[src/rtl/ber_bcd_display.sv]
`default_nettype none
// ============================================================================
// Module   : ber_bcd_display
// Brief    : BER error count -> 8-digit packed BCD (serial double-dabble)
//            plus a multiplexed 8-digit 7-segment driver.
// Revision : 1.0 - initial release
// ============================================================================
module ber_bcd_display #(
    parameter int SCAN_DIV = 60000,
    parameter int BLANK_LZ = 1
) (
    input  logic        CLK,
    input  logic        RST,
    input  logic        valid_i,
    input  logic [31:0] error_count,
    output logic        busy_o,
    output logic [31:0] bcd_o,
    output logic        bcd_valid_o,
    output logic        ovf_o,
    output logic [7:0]  an_o,
    output logic [7:0]  seg_o
);

    localparam int                c_PRESC_W   = $clog2(SCAN_DIV);
    localparam logic [c_PRESC_W-1:0] c_PRESC_MAX = c_PRESC_W'(SCAN_DIV - 1);

    typedef enum logic [1:0] {
        S_IDLE = 2'd0,
        S_CONV = 2'd1,
        S_DONE = 2'd2
    } state_t;

    state_t               r_state;
    logic [31:0]          r_sh;
    logic [39:0]          r_scr;
    logic [4:0]           r_cnt;
    logic [31:0]          r_pend;
    logic                 r_pend_v;
    logic [31:0]          r_disp;
    logic [c_PRESC_W-1:0] r_presc;
    logic [2:0]           r_idx;
    logic [35:0]          w_adj;
    logic [3:0]           w_nib;
    logic                 w_blank;

    // Digit 9 never exceeds 4 for a 32-bit input, so only digits 0..8 need adjusting.
    genvar gi;
    generate
        for (gi = 0; gi < 9; gi++) begin : g_add3
            assign w_adj[4*gi +: 4] = (r_scr[4*gi +: 4] >= 4'd5) ?
                                      r_scr[4*gi +: 4] + 4'd3 : r_scr[4*gi +: 4];
        end
    endgenerate

    always_ff @(posedge CLK or posedge RST) begin
        if (RST) begin
            r_state     <= S_IDLE;
            r_sh        <= 32'd0;
            r_scr       <= 40'd0;
            r_cnt       <= 5'd0;
            r_pend      <= 32'd0;
            r_pend_v    <= 1'b0;
            r_disp      <= 32'd0;
            busy_o      <= 1'b0;
            bcd_o       <= 32'd0;
            bcd_valid_o <= 1'b0;
            ovf_o       <= 1'b0;
        end else begin
            bcd_valid_o <= 1'b0;
            case (r_state)
                S_IDLE: begin
                    if (valid_i) begin
                        r_sh    <= error_count;
                        r_scr   <= 40'd0;
                        r_cnt   <= 5'd0;
                        busy_o  <= 1'b1;
                        r_state <= S_CONV;
                    end
                end
                S_CONV: begin
                    if (valid_i) begin
                        r_pend   <= error_count;
                        r_pend_v <= 1'b1;
                    end
                    r_scr <= {r_scr[38:36], w_adj, r_sh[31]};
                    r_sh  <= {r_sh[30:0], 1'b0};
                    r_cnt <= r_cnt + 5'd1;
                    if (r_cnt == 5'd31) begin
                        r_state <= S_DONE;
                    end
                end
                S_DONE: begin
                    bcd_valid_o <= 1'b1;
                    if (r_scr[39:32] != 8'd0) begin
                        bcd_o  <= 32'h9999_9999;
                        r_disp <= 32'h9999_9999;
                        ovf_o  <= 1'b1;
                    end else begin
                        bcd_o  <= r_scr[31:0];
                        r_disp <= r_scr[31:0];
                        ovf_o  <= 1'b0;
                    end
                    // A strobe arriving right now is the newest value and supersedes pending.
                    if (valid_i || r_pend_v) begin
                        r_sh     <= valid_i ? error_count : r_pend;
                        r_pend_v <= 1'b0;
                        r_scr    <= 40'd0;
                        r_cnt    <= 5'd0;
                        r_state  <= S_CONV;
                    end else begin
                        busy_o  <= 1'b0;
                        r_state <= S_IDLE;
                    end
                end
                default: begin
                    busy_o  <= 1'b0;
                    r_state <= S_IDLE;
                end
            endcase
        end
    end

    always_ff @(posedge CLK or posedge RST) begin
        if (RST) begin
            r_presc <= '0;
            r_idx   <= 3'd0;
        end else if (r_presc == c_PRESC_MAX) begin
            r_presc <= '0;
            r_idx   <= r_idx + 3'd1;
        end else begin
            r_presc <= r_presc + 1'b1;
        end
    end

    assign w_nib   = r_disp[{r_idx, 2'b00} +: 4];
    assign w_blank = (BLANK_LZ != 0) && (r_idx != 3'd0) &&
                     ((r_disp >> {r_idx, 2'b00}) == 32'd0);
    assign an_o    = ~(8'd1 << r_idx);

    always_comb begin
        seg_o = 8'hFF;
        if (!w_blank) begin
            case (w_nib)
                4'd0:    seg_o = 8'hC0;
                4'd1:    seg_o = 8'hF9;
                4'd2:    seg_o = 8'hA4;
                4'd3:    seg_o = 8'hB0;
                4'd4:    seg_o = 8'h99;
                4'd5:    seg_o = 8'h92;
                4'd6:    seg_o = 8'h82;
                4'd7:    seg_o = 8'hF8;
                4'd8:    seg_o = 8'h80;
                4'd9:    seg_o = 8'h90;
                default: seg_o = 8'hFF;
            endcase
        end
    end

endmodule
`default_nettype wire

[config.mk]
export PLATFORM = sky130hd
export DESIGN_NAME = ber_bcd_display
export DESIGN_NICKNAME = d
export VERILOG_FILES = /design/src/rtl/ber_bcd_display.sv
export SDC_FILE = /design/constraint.sdc
export NUM_CORES = 1
export LEC_CHECK = 0
export CAP_MARGIN = 10
export CELL_PAD_IN_SITES_DETAIL_PLACEMENT = 2
export CELL_PAD_IN_SITES_GLOBAL_PLACEMENT = 2
export CORE_UTILIZATION = 40
export DETAILED_ROUTE_END_ITERATION = 7
export GPL_TIMING_DRIVEN = 0
export PLACE_DENSITY_LB_ADDON = 0.1
export SKIP_LAST_GASP = 1
export SYNTH_ARGS = -nofsm -noshare
export SYNTH_HDL_FRONTEND = slang
export SYNTH_SLANG_ARGS = --single-unit
[constraint.sdc]
create_clock -name CLK -period 15.9 [get_ports CLK]
set_input_delay 2.385 -clock CLK [delete_from_list [all_inputs] [get_ports CLK]]
set_output_delay 2.385 -clock CLK [all_outputs]
set_load 0.01 [all_outputs]
After elaboration in Yosys (flattened, before gate mapping):

Memories as Yosys holds them, arrays and structs flattened.
Cells that the tools add are included.

* add/subtract/negate cells: 12
* order comparisons: 9
* equal/unequal tests: 9
* shift-type cells: 3
* multiplexer cells: 33
* bitwise gates (word level): 2
* reductions and logical operators: 12

Operators by type and width (count)
* two-way mux 32 bit: 4
* one-hot mux 40 bit (3 select lines): 1
* one-hot mux 32 bit (3 select lines): 1
* two-way mux 40 bit: 2
* adder 4 x 2 -> 4 bit, second input constant: 9
* greater-or-equal comparator 4 x 3 -> 1 bit, second input constant: 9
* two-way mux 4 bit: 9
* zero test 32 bit: 1
* variable part select 32 x 6 -> 4 bit: 1
* right shift 32 x 5 -> 32 bit: 1
* adder 16 x 1 -> 16 bit, second input constant: 1
* == test 16 bit, second input constant: 1
* two-way mux 16 bit: 1
* one-hot mux 5 bit (3 select lines): 1
* two-way mux 5 bit: 2
* inequality test 2 bit, second input constant: 5
* AND reduction 3 bit: 3
* two-way mux 8 bit: 1
* NOT 8 bit: 1
* nonzero test 8 bit: 1
* << shifter 1 x 3 -> 8 bit, first input constant: 1
* two-way mux 1 bit: 6
* one-hot mux 2 bit (3 select lines): 1
* nonzero test 3 bit: 2
* 14 further kinds: 15

* register bits: 166
* memory bits (read-only): 112
* input bits: 35
* output and inout port bits: 51
* word-level logic and storage cells: 93
* memories kept: 1

Memory list
* (no name shown): words 16, bits a word 7, rd ports 1, clocked after memory_dff 0, write ports 0, RTL line 143 `case (w_nib)`

Longest topological paths before layout:

Gate-level depths: netlist (run 1).

* word-level depth: 4
* mapped depth: 10
* gate-level depth less buffers: 8

Worst setup path after synthesis (run 1):

OpenSTA, ideal clock, no wires.

* kind: register to output
* from: register r_idx[1]
* to: output seg_o[0]
* arrival time: 2.456 ns
* required time: 13.515 ns
* slack: 11.059 ns
* stages on the path, launching flop included: 10
* path buffers: 2
* cells stage by stage: dfrtp_1 -> buf_6 -> buf_6 -> mux4_2 -> mux2i_1 -> ha_1 -> o311ai_0 -> a211oi_1 -> nand3_1 -> o21ai_0

* cells in the longest elaborated chain, start to end: 4
* elaborated cells on any way between the ends: 7
* those cells by class: shift (2); mux (1); reduce/logical (3); memory (1)

RTL lines
* start: declaration: RTL line 41 `logic [2:0] r_idx;`
* start signal: assignment: RTL line 129 `r_idx <= r_idx + 3'd1;`
* branches (longest 3 deep; another with memory (16 x 7 bit))
* two-way mux 8 bit *: RTL line 142 `if (!w_blank) begin`
* end: declaration: RTL line 21 `output logic [7:0] seg_o`

Mark *: on every way between the ends.

Worst setup path in the final report (run 1):

* from: register r_idx[1]
* to: output seg_o[1]

Same word-level chain as after synthesis.

==> results.sh, run 1 <==
export IMPL_cts_hold_buf=0
export IMPL_placed_area_um2=10100
export IMPL_routed_wl_um=29500
export IMPL_drt_initial_drc_count=378
export IMPL_power_internal_mw=0.907
export IMPL_numCtsBuffers=17
export IMPL_fin_util_pct=49.1
export IMPL_grt_max_degree=86
export IMPL_cts_root_buf="clkbuf_16"
export IMPL_drive_above_1_share_pct=9.39
export IMPL_nets=1049
export IMPL_synth_edf_count=0
export IMPL_num_rows=54
export IMPL_antenna_cells=0
export IMPL_tns_ps=0
export IMPL_start_kind="flop"
export IMPL_syn_inst=874
export IMPL_synth_cell_types=55
export IMPL_cts_setup_buffers=0
export IMPL_vdd_drop_max_mv=0.0704
export IMPL_grt_pass1_vias=8400
export IMPL_setup_viol=0
export IMPL_gr_usage_all_layers_pct=27.8
export IMPL_multi_input_area_um2=4380
export IMPL_synth_area_leaders="dfrtp_1 (47%), a22o_1 (6.0%), ha_1 (5.2%)"
export IMPL_grt_pass1_wl_um=48000
export IMPL_yosysSeqAreaShare_pct=46.6
export IMPL_rsz0062_at_grt="false"
export IMPL_synth_most_common_cell="dfrtp_1"
export IMPL_tightest_slew_ps=1310
export IMPL_die_height_um=151
export IMPL_vias=7502
export IMPL_fillers=2283
export IMPL_fin_cells=1270
export IMPL_fmax_mhz=159
export IMPL_hold_viol=0
export IMPL_min_path_type="flop to flop"
export IMPL_dieArea_um2=22900
export IMPL_run_status="finished clean"
export IMPL_die_w_um=151
export IMPL_via_per_inst=5.91
export IMPL_period_share_pct=39.6
export IMPL_clock_path_buffers=2
export IMPL_clk_pin_slew_worst_paths_ps=70
export IMPL_cp_max_fo=10
export IMPL_cp_required_ps=13520
export IMPL_drv_slew=0
export IMPL_worstSetupPathType="flop to primary output"
export IMPL_synth_commonest_cells="dfrtp_1 (166), nand2_1 (119), o21ai_0 (84)"
export IMPL_swShare_pct=36.1
export IMPL_start_util_pct=40.9
export IMPL_ys_warn_count=0
export IMPL_fin_area_um2=10700
export IMPL_ys_seq_elements=166
export IMPL_timing_hold_ws_ps=484
export IMPL_arrival_ps=3910
export IMPL_drv_cap=0
export IMPL_clk_latency_ps=440
export IMPL_htreeDepth=4
export IMPL_ios=86
export IMPL_drtPass1Iterations=6
export IMPL_seqPwrFrac_pct=41.6
export IMPL_grt_overflow_total=0
export IMPL_pwr_share_comb_pct=28.5
export IMPL_cts_resized=0
export IMPL_drc=0
export IMPL_clock_skew_ps=11.3
export IMPL_synth_top_area_cell="dfrtp_1"
export IMPL_cp_end_kind="primary output"
export IMPL_drtAntennaViolNets=0
export IMPL_async_reset_ff_share_pct=100
export IMPL_place_hpwl_um=20500
export IMPL_min_period_ps=6290
export IMPL_antenna_found_initial=0
export IMPL_regArea_um2=4150
export IMPL_syn_avg_cell_area_um2=10.2
export IMPL_cts_tree="built"
export IMPL_wl_per_cell_um=23.2
export IMPL_relSlewSlack_pct=12.6
export IMPL_cts_sinks=166
export IMPL_syn_cell_area_um2=8920
export IMPL_cellLeakagePower_nw=4.53
export IMPL_io_buffers=83
export IMPL_synth_nets=946
export IMPL_ys_flop_type="dfrtp_1"
export IMPL_gp_congestion=0.814
export IMPL_pwr_share_clk_pct=29.9
export IMPL_p_sw_mw=0.514
export IMPL_power_density_nw_per_um2=133
export IMPL_area_growth_pct=20.2
export IMPL_place_inst=1238
export IMPL_core_um2=21800
export IMPL_yosys_area_top_type_share_pct=46.6
power by group through the flow:
stage	Combinational [mW]	Clock [mW]	Sequential, mW
2_1_floorplan	0.255	0	0.573
3_3_place_gp	0.387	0	0.591
3_5_place_dp	0.405	0	0.598
4_1_cts	0.411	0.433	0.591
5_1_grt	0.448	0.446	0.602
6_report	0.405	0.425	0.592
path summary, 6_finish.rpt:
kind	from	slack [ps]	depth (start not counted)	to
max	r_idx[1]$_DFFE_PP0N_	9610	10	seg_o[1]
min	ovf_o$_DFFE_PP0P_	480	1	ovf_o$_DFFE_PP0P_
max reg2reg	r_state[0]$_DFFE_PP0P_	12920	10	r_scr[12]$_DFFE_PP0P_
min reg2reg	ovf_o$_DFFE_PP0P_	480	1	ovf_o$_DFFE_PP0P_
max in group asynchronous	RST	12600	3	r_pend_v$_DFFE_PP0P_
min in group asynchronous	RST	2410	2	r_presc[6]$_DFF_PP0_
cells in the final DEF, fill, tap and decap left out, types with 13 or more instances in the layout:
cell type        instances
o21ai_0                 84
ha_1                    37
a21oi_1                 28
mux2_2                  32
nand2b_1                13
mux2i_1                 37
nor2_1                  50
a222oi_1                30
dfrtp_1                166
inv_1                   34
nand2_1                119
xnor2_1                 17
clkdlybuf4s50_1         83
a22o_1                  61
clkbuf_16               17
clkbuf_1                38
state kept, by name, summed over array words and instances (netlist names):
register     flops
r_scr           40
r_idx            3
busy_o           1
r_pend_v         1
r_state          2
ovf_o            1
r_disp          32
bcd_valid_o      1
r_sh            32
r_pend          32
r_cnt            5
r_presc         16
area by class of cell:
| cell class | count | area share (%) |
|---|---|---|
| Clock buffer | 17 | 3.97 |
| Buffer | 56 | 2.24 |
| Tap cell | 280 | 3.27 |
| Clock inverter | 15 | 1.53 |
| Timing Repair Buffer | 84 | 8.00 |
| Inverter | 37 | 1.37 |
| Multi-Input combinational cell | 615 | 40.9 |
| Sequential cell | 166 | 38.7 |
kinds of logic after synthesis:
group | after synthesis | synth area share [%]
compound gates | 237 | 18.4
simple gates | 232 | 11.6
flops | 166 | 46.6
buf+inv | 93 | 4.25
mux | 84 | 11.6
fa+ha+maj | 37 | 5.19
xor+xnor | 24 | 2.36
other cells | 1 | 0.0421
worst max-delay path: stages (launching register included):
cell             delay (ps)
dfrtp_1                 400
buf_6                   160
buf_6                   160
mux4_2                  520
mux2i_1                 440
ha_1                    270
o311ai_0                130
a211oi_1                260
nand3_1                 260
o21ai_0                 290
clkdlybuf4s50_1         590
metrics by stage:
stage	setup WS, ps	total power, mW
after global placement	6410	0.977
after global routing	9350	1.50
after CTS	9570	1.43
after floorplan	9020	0.828
after detailed placement	10070	1.00
final	9610	1.42
routing by layer:
metal / share of wire (%) / vias up / track usage, %
met5: 0 / - / 0
met2: 51 / 187 / 48.6
met1: 44 / 3886 / 35.2
li1: - / 3388 / -
met4: 1.5 / 0 / 8.00
met3: 3.9 / 41 / 4.40
Note: power is estimated with default switching activity, not from simulation.
==> run 2, diff against run 1 <==
--- a/config.mk
+++ b/config.mk
@@ -8,7 +8,7 @@
 export CAP_MARGIN = 10
 export CELL_PAD_IN_SITES_DETAIL_PLACEMENT = 2
 export CELL_PAD_IN_SITES_GLOBAL_PLACEMENT = 2
-export CORE_UTILIZATION = 40
+export CORE_UTILIZATION = 34
 export DETAILED_ROUTE_END_ITERATION = 7
 export GPL_TIMING_DRIVEN = 0
 export PLACE_DENSITY_LB_ADDON = 0.1
==> constraint.sdc (replaced) <==
create_clock -name CLK -period 5.2 [get_ports CLK]
set_input_delay 0.78 -clock CLK [delete_from_list [all_inputs] [get_ports CLK]]
set_output_delay 0.78 -clock CLK [all_outputs]
set_load 0.01 [all_outputs]
==> results.sh, run 2 (synthesized netlist as in run 1, its figures left out) <==
export IMPL_via_per_inst=5.59
export IMPL_cellLeakagePower_nw=4.56
export IMPL_cts_hold_buf=0
export IMPL_run_status="finished clean"
export IMPL_start_kind="flop"
export IMPL_top_register="r_scr"
export IMPL_place_inst=1291
export IMPL_crit_chain="buf_2, buf_2, mux4_2, mux2i_1, ha_1, o311ai_0, a211oi_1, nand3_1, o21ai_0, clkdlybuf4s50_1"
export IMPL_drv_slew=0
export IMPL_place_hpwl_um=20500
export IMPL_die_w_um=164
export IMPL_setup_viol=0
export IMPL_cts_tree="built"
export IMPL_cp_max_fo=10
export IMPL_start_util_pct=35.0
export IMPL_arrival_ps=3840
export IMPL_fin_area_um2=10900
export IMPL_cts_setup_buffers=0
export IMPL_drive_above_1_share_pct=9.67
export IMPL_antenna_found_initial=0
export IMPL_die_height_um=164
export IMPL_placed_area_um2=10200
export IMPL_crit_slowest_cell="clkdlybuf4s50_1"
export IMPL_cts_resized=0
export IMPL_fin_cells=1323
export IMPL_drc=0
export IMPL_nets=1052
export IMPL_cp_required_ps=4420
export IMPL_cts_sinks=166
export IMPL_drtAntennaViolNets=0
export IMPL_power_density_nw_per_um2=401
export IMPL_worstSetupPathType="flop to primary output"
export IMPL_fin_ws_ps=585
export IMPL_crit_buf_inv=3
export IMPL_tightest_slew_ps=1050
export IMPL_hold_viol=0
export IMPL_drt_initial_drc_count=521
export IMPL_power_total_mw=4.36
export IMPL_gr_usage_all_layers_pct=22.8
export IMPL_final_cell_mix="dfrtp_1 (166), nand2_1 (119), o21ai_0 (84), clkdlybuf4s50_1 (83), a22o_1 (61)"
export IMPL_num_rows=58
export IMPL_grt_pass1_vias=8008
export IMPL_vias=7402
export IMPL_grt_overflow_total=0
export IMPL_clk_pin_slew_worst_paths_ps=80
export IMPL_fmax_mhz=217
export IMPL_ios=86
export IMPL_dieArea_um2=26900
export IMPL_layout_commonest_cell="dfrtp_1"
export IMPL_relSlewSlack_pct=29.5
export IMPL_wl_per_cell_um=21.6
export IMPL_pre_cts_slack_ps=1020
export IMPL_cts_root_buf="clkbuf_16"
export IMPL_clock_skew_ps=16.5
export IMPL_period_share_pct=88.8
export IMPL_core_um2=25500
export IMPL_rsz0062_at_grt="false"
export IMPL_grt_max_degree=40
export IMPL_gp_congestion=0.814
export IMPL_power_internal_mw=2.76
export IMPL_vdd_drop_max_mv=0.223
export IMPL_cpPeakStageDelay_ps=570
export IMPL_swShare_pct=36.8
export IMPL_clock_path_buffers=2
export IMPL_antenna_cells=0
export IMPL_area_growth_pct=21.8
export IMPL_min_period_ps=4620
export IMPL_seqPwrFrac_pct=41.2
export IMPL_largest_reg_flops=40
export IMPL_p_sw_mw=1.60
export IMPL_tns_ps=0
export IMPL_crit_family="buffers and inverters"
export IMPL_cpMostUsedCell="buf_2"
export IMPL_pwr_share_comb_pct=28.4
export IMPL_pwr_share_clk_pct=30.4
export IMPL_io_buffers=83
export IMPL_drtPass1Iterations=5
export IMPL_drv_cap=0
export IMPL_htreeDepth=4
export IMPL_grt_pass1_wl_um=46600
export IMPL_min_path_type="flop to flop"
export IMPL_cp_end_kind="primary output"
export IMPL_numCtsBuffers=17
export IMPL_routed_wl_um=28600
export IMPL_clk_latency_ps=450
run 2: stage by stage:
step | util (%) | hold slack [ps]
floorplan | - | 442
global placement | 39.9 | 460
detailed placement | 40.2 | 474
CTS | 42.6 | 495
global route | 42.6 | 524
finish | 42.6 | 492
run 2: layer usage:
metal | vias up | global-route usage [%] | wire length [um] | part of all wire [%]
met2 | 154 | 37.4 | 13600 | 48
met3 | 27 | 3.46 | 1060 | 3.7
li1 | 3409 | - | - | -
met5 | - | 0 | 0 | 0
met4 | 0 | 5.35 | 318 | 1.1
met1 | 3812 | 31.5 | 13600 | 48
run 2: worst paths after layout:
path	cells after the start	slack [ps]	startpoint	to
setup / recovery	10	580	r_idx[2]$_DFFE_PP0N_	seg_o[1]
min in group asynchronous	2	790	RST	r_presc[10]$_DFF_PP0_
setup reg to reg	10	2140	r_state[0]$_DFFE_PP0P_	r_scr[20]$_DFFE_PP0P_
max in group asynchronous	4	3490	RST	busy_o$_DFFE_PP0P_
hold / removal	2	490	r_sh[3]$_DFFE_PP0P_	r_sh[3]$_DFFE_PP0P_
hold reg to reg	2	490	r_sh[3]$_DFFE_PP0P_	r_sh[3]$_DFFE_PP0P_
run 2: power by group through the flow:
stage / registers (mW) / clock network, mW / logic, mW
after floorplan: 1.75 / 0 / 0.779
after global placement: 1.81 / 0 / 1.20
after detailed placement: 1.82 / 0 / 1.25
after CTS: 1.80 / 1.37 / 1.25
after global routing: 1.83 / 1.41 / 1.37
final: 1.80 / 1.33 / 1.24
run 2: cell type report:
cell class	count	area (um2)
clock buffers	17	425
fillers	2718	14600
inverters	37	143
multi-input cells	615	4380
clock inverters	15	191
well taps	330	413
plain buffers	56	240
flip-flops and latches	166	4150
repair buffers	87	911
run 2: worst reg2reg max path: stages (launching register included):
cell and delay [ps]:
dfrtp_1 410, inv_1 90, ha_1 170, buf_2 250, a21oi_1 100, o21bai_1 170, buf_2 280, clkbuf_1 610
clkbuf_1 640, nand2_1 140, o41ai_1 90
==> RTL edit 1: new RTL, config.mk and constraints of run 2 <==
`SCAN_DIV`: 60000 -> 120000.
--- a/src/rtl/ber_bcd_display.sv
+++ b/src/rtl/ber_bcd_display.sv
@@ -6,7 +6,7 @@
 // Revision : 1.0 - initial release
 // ============================================================================
 module ber_bcd_display #(
-    parameter int SCAN_DIV = 60000,
+    parameter int SCAN_DIV = 120000,
     parameter int BLANK_LZ = 1
 ) (
     input  logic        CLK,
Behaviour: no difference found for any inputs over 10 cycles, from zero or initial values and one cycle with RST high; that may be too few to reach the edited logic, so the function may still have changed.
==> RTL edit 1 against run 2 <==
Sequential cell count increased by 1. Clock skew shrank 0.0056 ns. Wire length down 3.6%. Design area up 0.52%. Worst hold slack got worse by 0.0047 ns. Area after synthesis is 0.73% higher. Maximum frequency up 2.0%. Worst setup slack better by 0.090 ns. Global-route usage down 1.0 points. Total power about the same. Critical path type unchanged. Largest power group unchanged. Highest routed layer unchanged.
==> RTL edit 1: results (changes against run 2) <==
Hold path
  • Hold Crit Depth: 1 (-1)
  • Hold_sp: ovf_o
  • Hold Path Sink: ovf_o

Routing
  • Initial drt markers: 356 (-32%)
  • Routed length on met2: 14300 um (+4.6%)
  • TritonRoute pass-1 iters: 6 (+1)
  • Average wire per standard cell: 20.7 um (-4.3%)
  • Vias after detailed routing: 7384 (-0.24%)
  • M1 WL: 12200 um (-10%)

Layout
  • Clock network area share: 5.33% (-0.35 points)
  • Fill cells: 2760 (+1.5%)
  • Nonclk buf count: 142 (-0.70%)
  • Flip-flop and latch count: 167 (+0.60%)
  • Fin cells: 1333 (+0.76%)
  • Core Util, Final: 42.0% (-0.63 points)
  • Layout cell share with drive strength beyond 1: 9.42% (-0.25 points)
  • Area occupied by multi-input gates: 0.00444 mm2 (+1.2%)
  • Non-clk buf share: 10.7% (+0.094 points)
  • Comb_multi_in: 622 (+1.1%)

Power
  • Leakage: 4.68 nW (+2.5%)
  • VDD IR max: 0.199 mV (-11%)
  • Pwr dens: 399 mW/mm2 (-0.61%)
  • Clock share of power: 29.3% (-1.1 points)
  • P_int: 0.00278 W (+0.94%)

Worst setup path
  • R2r setup slk: 2.07 ns (-0.07 ns)
  • Crit path DAT: 3.75 ns (-0.09 ns)
  • Crit. Startpoint: r_idx[0]
  • Reg-to-Reg End: r_scr[37]
  • Crit path max-delay family: multiplexers

Synth
  • Yosys cell types: 59 (+7.3%)
  • Top post-synthesis cells by area: dfrtp_1 (47%), nand2_1 (5.3%), ha_1 (5.2%)
  • Synthesized net count: 950 (+0.42%)
  • Sequential share of the synthesized area: 46.5% (-0.059 points)

Place
  • RD Place Congestion: 0.796 (-2.2%)
  • Cell Area, Placed: 0.0103 mm2 (+0.89%)
  • Pre-CTS setup slack: 1.12 ns (+0.0963 ns)

Timing
  • Worst hold slack: 0.488 ns (-0.00470 ns)
  • Worst clock skew: 0.0109 ns (-0.00560 ns)
  • Crit path time final: 4.53 ns (-0.0896 ns)

GRT
  • Global-route usage over all layers: 21.8% (-1.0 points)
  • Met3 Use GR: 3.52% (+0.056 points)
  • GR Util met2: 38.7% (+1.3 points)
  • Met1 Use GR: 27.4% (-4.2 points)
  • First-pass GRT wire length: 45400 um (-2.7%)

Clock tree
  • Root Buffer: clkbuf_16

Status
  • Status: finished, final reports clean
==> RTL edit 1: cell types whose count changed after synthesis, moves of 7 or more <==
| cell | run 2 | this run |
|---|---|---|
| a22o_1 | 61 | 42 |
| a31oi_1 | 4 | 13 |
| nor2_1 | 50 | 43 |
| nor3b_1 | 6 | 13 |
| nand2_1 | 119 | 127 |
| nand3_1 | 9 | 21 |
==> RTL edit 1: kinds of logic (layout without fill, tap and decap cells) <==
group | Yosys count | count (layout) | share of synthesized area, %
AOI/OAI and AO/OA | 219 | 219 | 17.1
xor gates and xnor gates | 26 | 26 | 2.54
adders and majority gates | 37 | 37 | 5.15
buffers and inverters | 89 | 209 | 4.10
DFF | 167 | 167 | 46.5
muxes | 83 | 83 | 11.4
other | 1 | 1 | 0.0417
and+or+nand+nor | 256 | 256 | 13.1
==> RTL edit 2: new RTL, flow settings as in run 2 <==
Without the edit above. Encoding of `state_t`: now one-hot (3 bits for 3 states).
--- a/src/rtl/ber_bcd_display.sv
+++ b/src/rtl/ber_bcd_display.sv
@@ -24,10 +24,10 @@
     localparam int                c_PRESC_W   = $clog2(SCAN_DIV);
     localparam logic [c_PRESC_W-1:0] c_PRESC_MAX = c_PRESC_W'(SCAN_DIV - 1);
 
-    typedef enum logic [1:0] {
-        S_IDLE = 2'd0,
-        S_CONV = 2'd1,
-        S_DONE = 2'd2
+    typedef enum logic [2:0] {
+        S_IDLE = 3'b001,
+        S_CONV = 3'b010,
+        S_DONE = 3'b100
     } state_t;
 
     state_t               r_state;
Function: same outputs for any inputs over 10 cycles, from zero or initial values and one cycle with RST high; not proved beyond that.
==> RTL edit 2 against run 2 <==
Maximum frequency down 6.4%. Clock power down 6%. Largest cell class is now registers. Non-clock buffer count shrank 3. Worst setup slack got worse by 0.31 ns. Wire length shrank 4.7%. Sequential cell count is 1 higher. Critical path type unchanged. First-iteration DRC count is 52% lower. Design area shrank 5.1%. Total power down 4.7%. Area after synthesis decreased by 5.9%.
==> RTL edit 2: results (changes against run 2) <==
Status
  • Status: finished, final reports clean

Layout
  • Final nets: 1010 (-4.0%)
  • Layout cell share with drive strength beyond 1: 10.1% (+0.38 points)
  • Most flop-heavy register: r_scr
  • Largest register FFs: 40 (unchanged)
  • Diode count: 0 (unchanged)

GRT
  • First-pass GRT wire length: 45000 um (-3.5%)
  • Largest net degree at the start of global routing: 42 (+5.0%)
  • Global-route usage over all layers: 22.5% (-0.26 points)
  • Initial antenna violation count: 0 (unchanged)
  • Vias in the first global route: 7913 (-1.2%)

Synth
  • Compound-Gate Fraction of Synth Area: 17.2% (-1.2 points)
  • Sequential share of the synthesized area: 49.8% (+3.3 points)
  • Most used DFF post-synth: dfrtp_1
  • Yosys cell types: 53 (-3.6%)
  • FFs w/ async S/R, synth: 100% (unchanged)
  • Post-Synth XOR/XNOR Area: 2.82% (+0.46 points)
  • Synth Instances: 835 (-4.5%)
  • Synthesized net count: 903 (-4.5%)
  • Top post-synthesis cells by area: dfrtp_1 (50%), nand2_1 (5.3%), ha_1 (4.9%)
  • Adder-cell share of the synthesized area: 4.92% (-0.27 points)
  • Yosys Warn Count: 0 (unchanged)
  • Most common library cells after synthesis: dfrtp_1 (166), nand2_1 (119), nor2_1 (53)
  • Mux contribution to synthesized area: 7.43% (-4.1 points)

Clock tree
  • Latest clock arrival within the worst-skew pair: between 0.4 and 0.5 ns
  • Number of buffers created by CTS: 17 (unchanged)
  • Clock Path Buffers: 2 (unchanged)
  • Root Buffer: clkbuf_16
  • Worst-path clk slew: 0.07 ns
  • H-tree levels: 4 (unchanged)

Power
  • Leakage: 4.21 nW (-7.7%)
  • VDD IR max: 0.197 mV (-11%)

Routing
  • Vias per cell: 5.46 (-2.4%)
  • Initial drt markers: 251 (-52%)
  • Met3 WL: 852 um (-19%)
  • Vias after detailed routing: 6984 (-5.6%)
  • Routed Wire Length: 27300 um (-4.7%)
  • Routed length on met2: 14000 um (+2.3%)
  • M1 WL: 12100 um (-11%)
  • DR top layer: met4
  • TritonRoute pass-1 iters: 4 (-1)

Place
  • RD Place Congestion: 0.863 (+6.0%)
  • Pre-CTS setup slack: 0.543 ns (-0.476 ns)
  • Post-DP HPWL: 20300 um (-0.82%)
  • Placed cells: 1247 (-3.4%)
  • Buffers on Ports: 84 (+1.2%)

Worst setup path
  • R2r setup slk: 2.10 ns (-0.04 ns)
  • Worst Path Max Fanout: 10 (unchanged)
  • Crit path DAT: 4.15 ns (+0.31 ns)

Hold path
  • Hold crit path type: register to register

Timing
  • Worst clock skew: 0.0161 ns (-0.000417 ns)
  • Final setup margin: 0.271 ns (-0.313 ns)
  • Relative max-transition margin: 43.9% (+14 points)
  • Worst hold slack: 0.493 ns (+0.00114 ns)
-- RTL edit 2: through the flow --
stage	total power [W]	util [%]	instance area, um2
2_1_floorplan	0.00249	-	8390
3_3_place_gp	0.00282	39.7	9640
3_5_place_dp	0.00294	40.1	9720
4_1_cts	0.00421	42.5	10300
5_1_grt	0.00439	42.5	10300
6_report	0.00415	42.5	10300
-- RTL edit 2: cell type report --
cell class	count	area (um2)
Multi-Input combinational cell	583	3880
Fill cell	2555	13900
Tap cell	324	405
Buffer	52	213
Sequential cell	167	4180
Clock inverter	15	155
Timing Repair Buffer	88	921
Inverter	33	128
Clock buffer	17	425
-- RTL edit 2: final timing paths --
path,cells past startpoint,endpoint,from
hold / removal,1,r_presc[0],r_presc[0]
setup reg to reg,6,r_sh[20],r_state[0]
max in group asynchronous,4,r_sh[1],RST
min in group asynchronous,2,r_pend[12],RST
hold reg to reg,1,r_presc[0],r_presc[0]
setup / recovery,11,seg_o[6],r_idx[1]
-- RTL edit 2: routing by layer --
| metal | track usage (%) | up-vias |
|---|---|---|
| li1 | - | 3223 |
| met1 | 28.2 | 3611 |
| met2 | 40.2 | 128 |
| met3 | 4.12 | 22 |
| met4 | 5.24 | 0 |
| met5 | 0 | - |
-- RTL edit 2: timing repair --
| action | CTS | global route |
|---|---|---|
| setup endpoints to repair | 0 | 7 |
| gates resized for setup | 0 | 2 |
| setup buffers | 0 | 0 |
-- RTL edit 2: cells by family after synthesis --
kind of cell,Yosys count
compound gates,222
xor+xnor,27
fa+ha+maj,33
buf+inv,85
flops,167
mux,48
other cells,1
simple gates,252
-- RTL edit 2: worst max-delay path, cell delays in order (launching register included) --
cell and delay, ns:
dfrtp_1 0.41, buf_2 0.24, buf_2 0.27, clkbuf_2 0.30, mux4_2 0.34, mux2i_1 0.40, ha_1 0.27, o311ai_0 0.12
or4b_1 0.48, buf_2 0.17, o22ai_1 0.15, clkdlybuf4s50_1 0.57
-- RTL edit 2: where the power goes --
part,total (W),internal (W),switching (W),leakage [nW]
Combinational,0.00106,0.000420,0.000638,1.87
Sequential,0.00185,0.00162,0.000233,2.05
Clock,0.00125,0.000643,0.000604,0.288
Total,0.00415,0.00268,0.00147,4.21
